File: config.mk
export PLATFORM = sky130hd
export DESIGN_NAME = fwd_select_gen
export DESIGN_NICKNAME = d
export VERILOG_FILES = /design/src/rtl/fwd_select_gen.sv
export SDC_FILE = /design/constraint.sdc
export NUM_CORES = 1
export LEC_CHECK = 0
export BUFFER_PORTS_ARGS = -buffer_cell sky130_fd_sc_hd__buf_2
export CELL_PAD_IN_SITES_DETAIL_PLACEMENT = 1
export CELL_PAD_IN_SITES_GLOBAL_PLACEMENT = 1
export CORE_ASPECT_RATIO = 2
export CORE_MARGIN = 3
export CORE_UTILIZATION = 38
export DETAILED_ROUTE_END_ITERATION = 10
export GPL_ROUTABILITY_DRIVEN = 0
export PLACE_DENSITY_LB_ADDON = 0.1
export SYNTH_ARGS = -nofsm -noshare
export SYNTH_HDL_FRONTEND = slang
export SYNTH_SLANG_ARGS = --single-unit
File: constraint.sdc
create_clock -name clk -period 4.7 [get_ports clk]
set_input_delay 0 -clock clk [delete_from_list [all_inputs] [get_ports clk]]
set_output_delay 0 -clock clk [all_outputs]
set_load 0.05 [all_outputs]
File: src/rtl/fwd_select_gen.sv
// Forwarding-select generator: shadows in-flight destination registers
// and produces registered EX operand-mux selects plus a load-use stall.
module fwd_select_gen #(
    parameter int REG_AW       = 5,
    parameter bit X0_HARDWIRED = 1'b1
) (
    input  logic              clk,
    input  logic              rst_n,
    input  logic              id_valid,
    input  logic [REG_AW-1:0] id_rs1,
    input  logic [REG_AW-1:0] id_rs2,
    input  logic              id_use_rs1,
    input  logic              id_use_rs2,
    input  logic [REG_AW-1:0] id_rd,
    input  logic              id_regwrite,
    input  logic              id_memread,
    input  logic              flush,
    input  logic              hold,
    output logic [1:0]        fwd_a_sel,
    output logic [1:0]        fwd_b_sel,
    output logic              stall
);

    typedef enum logic [1:0] {
        SEL_RF  = 2'b00,
        SEL_WB  = 2'b01,
        SEL_MEM = 2'b10,
        SEL_RET = 2'b11
    } sel_e;

    typedef struct packed {
        logic              v;
        logic [REG_AW-1:0] rd;
        logic              rw;
        logic              ld;
    } ex_t;

    // Past EX only "can it forward" matters, so v/rw/x0 fold into one bit.
    typedef struct packed {
        logic              live;
        logic [REG_AW-1:0] rd;
    } prod_t;

    ex_t   ex_q, ex_d;
    prod_t mem_q, mem_d;
    prod_t wb_q, wb_d;
    sel_e  a_q, a_d;
    sel_e  b_q, b_d;

    logic ex_live;
    logic ex_a, ex_b;
    logic mem_a, mem_b;
    logic wb_a, wb_b;
    logic ld_hazard;

    function automatic sel_e pick(
        input logic en,
        input logic e,
        input logic m,
        input logic w
    );
        sel_e s;
        s = SEL_RF;
        if (en) begin
            if (e)      s = SEL_MEM;
            else if (m) s = SEL_WB;
            else if (w) s = SEL_RET;
        end
        return s;
    endfunction

    assign ex_live = ex_q.v & ex_q.rw &
                     ((ex_q.rd != '0) | ~X0_HARDWIRED);

    assign ex_a  = ex_live & (ex_q.rd == id_rs1);
    assign ex_b  = ex_live & (ex_q.rd == id_rs2);
    assign mem_a = mem_q.live & (mem_q.rd == id_rs1);
    assign mem_b = mem_q.live & (mem_q.rd == id_rs2);
    assign wb_a  = wb_q.live & (wb_q.rd == id_rs1);
    assign wb_b  = wb_q.live & (wb_q.rd == id_rs2);

    assign ld_hazard = id_valid & ex_q.ld &
                       ((id_use_rs1 & ex_a) | (id_use_rs2 & ex_b));

    assign stall = ld_hazard & ~flush;

    always_comb begin
        ex_d  = ex_q;
        mem_d = mem_q;
        wb_d  = wb_q;
        a_d   = a_q;
        b_d   = b_q;
        if (!hold) begin
            mem_d.live = ex_live;
            mem_d.rd   = ex_q.rd;
            wb_d       = mem_q;
            if (flush || ld_hazard) begin
                ex_d = '0;
                a_d  = SEL_RF;
                b_d  = SEL_RF;
            end else begin
                ex_d.v  = id_valid;
                ex_d.rd = id_rd;
                ex_d.rw = id_regwrite;
                ex_d.ld = id_memread;
                a_d = pick(id_valid & id_use_rs1, ex_a, mem_a, wb_a);
                b_d = pick(id_valid & id_use_rs2, ex_b, mem_b, wb_b);
            end
        end
    end

    // WB->RET is the oldest forward; nothing beyond WB needs tracking.
    always_ff @(posedge clk or negedge rst_n) begin
        if (!rst_n) begin
            ex_q  <= '0;
            mem_q <= '0;
            wb_q  <= '0;
            a_q   <= SEL_RF;
            b_q   <= SEL_RF;
        end else begin
            ex_q  <= ex_d;
            mem_q <= mem_d;
            wb_q  <= wb_d;
            a_q   <= a_d;
            b_q   <= b_d;
        end
    end

    assign fwd_a_sel = a_q;
    assign fwd_b_sel = b_q;

endmodule

# Word level (Yosys, flattened, before mapping)
# Cells that the tools add are included.
# op_classes
eq_ne	6
mux	11
n_bitwise	17
reduce_logical	2
# ops
cell	count
$eq 5x5->1	6
$mux 2	10
$and 1x1->1	15
$mux 8	1
$reduce_bool 5->1	1
$logic_or 1x1->1	1
$not 1->1	1
$or 1x1->1	1
# totals
regBits	24
in_bits	24
wordCells	46

# Longest topological paths before layout
# depth
word_depth	8
depth_mapped	6
mapped_depth_nobuf	5

# Worst setup path after synthesis
# Ideal clock, no wire load.
# synth_timing
path_type	reg2reg
from	register ex_q[2] (netlist name)
to	register a_q[1] (netlist: fwd_a_sel[1])
arrival_time_ns	1.849
path_slack_ns	2.782
path_stages_with_launch	7
path_buffers	1
synth_period_minus_slack_ns	1.918
path_cell_list	dfrtp_1 -> or3_1 -> o311a_4 -> and3_4 -> a211oi_4 -> buf_6 -> a32o_1
# synth_between
elab_chain_cells	8
elab_cells_between_ends	14
classes_between	eq/ne: 2; mux: 3; bitwise: 7; reduce/logical: 2
# synth_rtl
item	line_no	rtl
from (decl)	44	ex_t ex_q, ex_d;
from (signal assigned)	115	ex_q <= '0;
from (signal assigned)	121	ex_q <= ex_d;
$reduce_bool 5->1	73	((ex_q.rd != '0) | ~X0_HARDWIRED);
$and 1x1->1	72	assign ex_live = ex_q.v & ex_q.rw &
$and 1x1->1, on equally long branches	75, 76	
$and 1x1->1	83	((id_use_rs1 & ex_a) | (id_use_rs2 & ex_b));
$or 1x1->1	83	
$and 1x1->1	82	assign ld_hazard = id_valid & ex_q.ld &
$logic_or 1x1->1	97	if (flush || ld_hazard) begin
$mux 2 (*)	97	
to (signal assigned)	118	a_q <= SEL_RF;
to (signal assigned)	124	a_q <= a_d;
to (decl)	47	sel_e a_q, a_d;
# Every way passes the cells marked *; elsewhere a longest branch is shown, timed or not.
# A chain may end at the register's enable or synchronous reset.

# Worst setup path after layout
# layout_timing
from	register ex_q[2] (netlist name)
to	register b_q[1] (netlist: fwd_b_sel[1])
# layout_between
elab_chain_cells	8
elab_cells_between_ends	14
classes_between	eq/ne: 2; mux: 3; bitwise: 7; reduce/logical: 2
# layout_rtl
item	line_no	rtl
$reduce_bool 5->1	73	
$and 1x1->1	72	
$and 1x1->1, on equally long branches	75, 76	
$and 1x1->1	83	
$or 1x1->1	83	
$and 1x1->1	82	
$logic_or 1x1->1	97	
$mux 2 (*)	97	
to (signal assigned)	119	b_q <= SEL_RF;
to (signal assigned)	125	b_q <= b_d;
to (decl)	48	sel_e b_q, b_d;
# Marks and branches as above.

==> flow_metrics.tcl <==
set metrics [dict create \
    outcome "finished, violations left" \
    violations "negative hold slack" \
    drc 0 \
    dp.final_hpwl_um 2621 \
    rsz0062_at_grt "false" \
    die_area_mm2 0.004362 \
    clock-sinks 24 \
    antenna_cells 0 \
    cts_tree "done" \
    synth-simple-area-share_pct 9.788 \
    ir_worst_vdd_mv 0.2233 \
    maxCapViolCount 0 \
    seq_area_um2 600.6 \
    start_kind "register" \
    synthAdderAreaFrac_pct 0 \
    finalCriticalPeriod_ns 2.219 \
    grt_pass1_vias 1150 \
    use_met2_pct 30.24 \
    cts_resized 0 \
    grt_usage_pct 17.31 \
    cts_setup_buffers 0 \
    path_clk_slew_ns 0.08 \
    final_core_util_pct 48.46 \
    num_rows 30 \
    synth_nets 136 \
    fill_cells 388 \
    slew_violations 0 \
    fin_nets 173 \
    cts_buffers 3 \
    critical_path_required_ns 4.91 \
    routedWlPerCell_um 16.86 \
    io_pins 29 \
    slew_headroom_pct 62.70 \
    area_growth_pct 22.16 \
    drt_iter0_drc 13 \
    die_w_um 48.23 \
    criticalPathCategory "register to register" \
    ant_nets 0 \
    worst_slew_pin_slew_ns 0.5577 \
    use_met1_pct 19.80 \
    top_usage_layer "met2" \
    port-buffer-count 28 \
    final.setup_skew_ns 0.002931 \
    critPathArrivalTime_ns 2.43 \
    via_per_inst 5.219 \
    clock_latency_ns 0.27 \
    die_height_um 90.45 \
    synth_xor_area_share_pct 19.39 \
    grtUsageMet3_pct 1.796 \
    yosys-top-cells-area "dfrtp_1 44%, xor2_1 17%, mux2_2 10%, a22o_1 5.2%, a32o_1 3.0%" \
    cts-root-buf "clkbuf_8" \
    ctsHoldBuffers 8 \
    worst-path-max-fanout 12 \
    setup-violations-final 0 \
    ys_seq_area_share_pct 44.32 \
    synth_compound_area_share_pct 13.94 \
    overflow 0 \
    ys_warn_count 0 \
    totalWireLength_um 3304 \
    yosys.area.top_type "dfrtp_1" \
    ys_ff_latch 24 \
    clk_path_buf_depth 2 \
    routed-via-count 1023 \
    max_freq_ghz 0.4507 \
    core-area_mm2 0.003416 \
    multi_input_comb_area_um2 719.4 \
    min_path_type "primary input to register" \
    power_density_mw_per_mm2 287.5 \
    cp-end-kind "register" \
    hold_slack_ns -0.002861 \
    synth_area_per_cell_um2 12.10 \
    p_leak_nw 0.8182 \
    grt_start_max_net_pins 26 \
    hold_violations 1 \
    period_share_pct 47.20 \
    synth_top_family_by_area "XOR/XNOR gates" \
    yosysTopAreaCellShare_pct 44.32 \
    drtPass1Iterations 4 \
    setup_tns_ns 0 \
    grt_pass1_wl_um 5333 \
    synthCells 112 \
    synth_mux_area_share_pct 9.972 \
    cts_max_level 1 \
    initial_utilization_pct 39.67 \
    netlist-cell-type-count 25 \
    grt_antenna_before_repair 0 \
    syn-cell-area_mm2 0.001355 \
    layout-drive-gt1-share_pct 32.43 \
]
==> report_power, final <==
group	leakage, nW	switching [mW]	internal [mW]	total (mW)
sequential	0.318	0.0220	0.223	0.245
combinational	0.471	0.0443	0.0476	0.0919
clock	0.0288	0.0640	0.0748	0.139
total	0.818	0.130	0.346	0.476
==> routing by layer <==
metal	vias to the layer above	wire, um
met5	-	0
li1	478	-
met1	520	1213
met3	5	106
met4	0	62
met2	20	1921
==> sequential cells by signal, indices dropped and copies added (netlist names) <==
register / flops
fwd_a_sel: 2
mem_q: 6
ex_q: 8
wb_q: 6
fwd_b_sel: 2
==> final cells by class <==
cell class                 instances  share of cell area [%]
clock buffer                       4                   3.326
sequential                        24                   36.28
multi-input combinational         84                   43.46
tap                               48                   3.628
timing repair buffer              36                   13.30
==> metrics by stage <==
step	instance area (um2)	setup slack, ns	total power, mW	cells
6_report	1655	2.481	0.4759	196
3_5_place_dp	1520	2.480	0.3384	184
4_1_cts	1655	2.441	0.4823	196
3_3_place_gp	1520	2.509	0.3364	184
2_1_floorplan	1355	2.782	0.3015	112
5_1_grt	1655	2.371	0.5076	196
==> cells in the mapped netlist (all sizes together) <==
cell type	instances
and2	2
or3	1
nand3	4
nor2	3
dlygate4sd1	1
dfrtp	24
o21a	1
buf	2
o21ai	2
a22o	9
clkbuf	1
a211oi	1
nor4	4
and3	5
xor2	26
nor3b	1
nor3	2
xnor2	4
o211a	1
a32o	4
mux2	12
o311a	1
nand2	1
==> cell usage in the layout, fill, tap and decap left out, types with 4 or more instances in the layout <==
cell / instances
clkbuf_8: 4
dlygate4sd3_1: 8
xor2_1: 26
nor4_1: 4
a32o_1: 4
dfrtp_1: 24
nand3_1: 4
a22o_1: 8
and3_1: 4
buf_2: 28
xnor2_1: 4
mux2_2: 12
==> critical path, cell delays in order, from the launching register on <==
cell and delay, ns:
dfrtp_1 0.44, or3_1 0.41, o311a_4 0.33, and3_4 0.20
a211oi_4 0.53, a32o_1 0.25
==> path summary, 6_finish.rpt <==
kind | depth (start not counted) | end | from | slack [ns]
setup / recovery | 5 | fwd_b_sel[1]$_DFFE_PN0N_ | ex_q[2]$_DFFE_PN0N_ | 2.48
hold / removal | 2 | ex_q[7]$_DFFE_PN0N_ | id_valid | -0.003
setup reg to reg | 5 | fwd_b_sel[1]$_DFFE_PN0N_ | ex_q[2]$_DFFE_PN0N_ | 2.48
hold reg to reg | 1 | fwd_b_sel[1]$_DFFE_PN0N_ | fwd_b_sel[1]$_DFFE_PN0N_ | 0.50
max in group asynchronous | 2 | ex_q[5]$_DFFE_PN0N_ | rst_n | 4.10
min in group asynchronous | 2 | wb_q[2]$_DFFE_PN0N_ | rst_n | 0.24
==> kinds of logic (layout without fill, tap and decap cells) <==
logic type             after synthesis  count (layout)
XOR/XNOR                            30              30
flip-flops                          24              24
AND/OR/NAND/NOR                     23              23
AO/OA/AOI/OAI                       19              19
multiplexers                        12              12
buffers and inverters                4              40
Power figures use the tool's default switching activity.
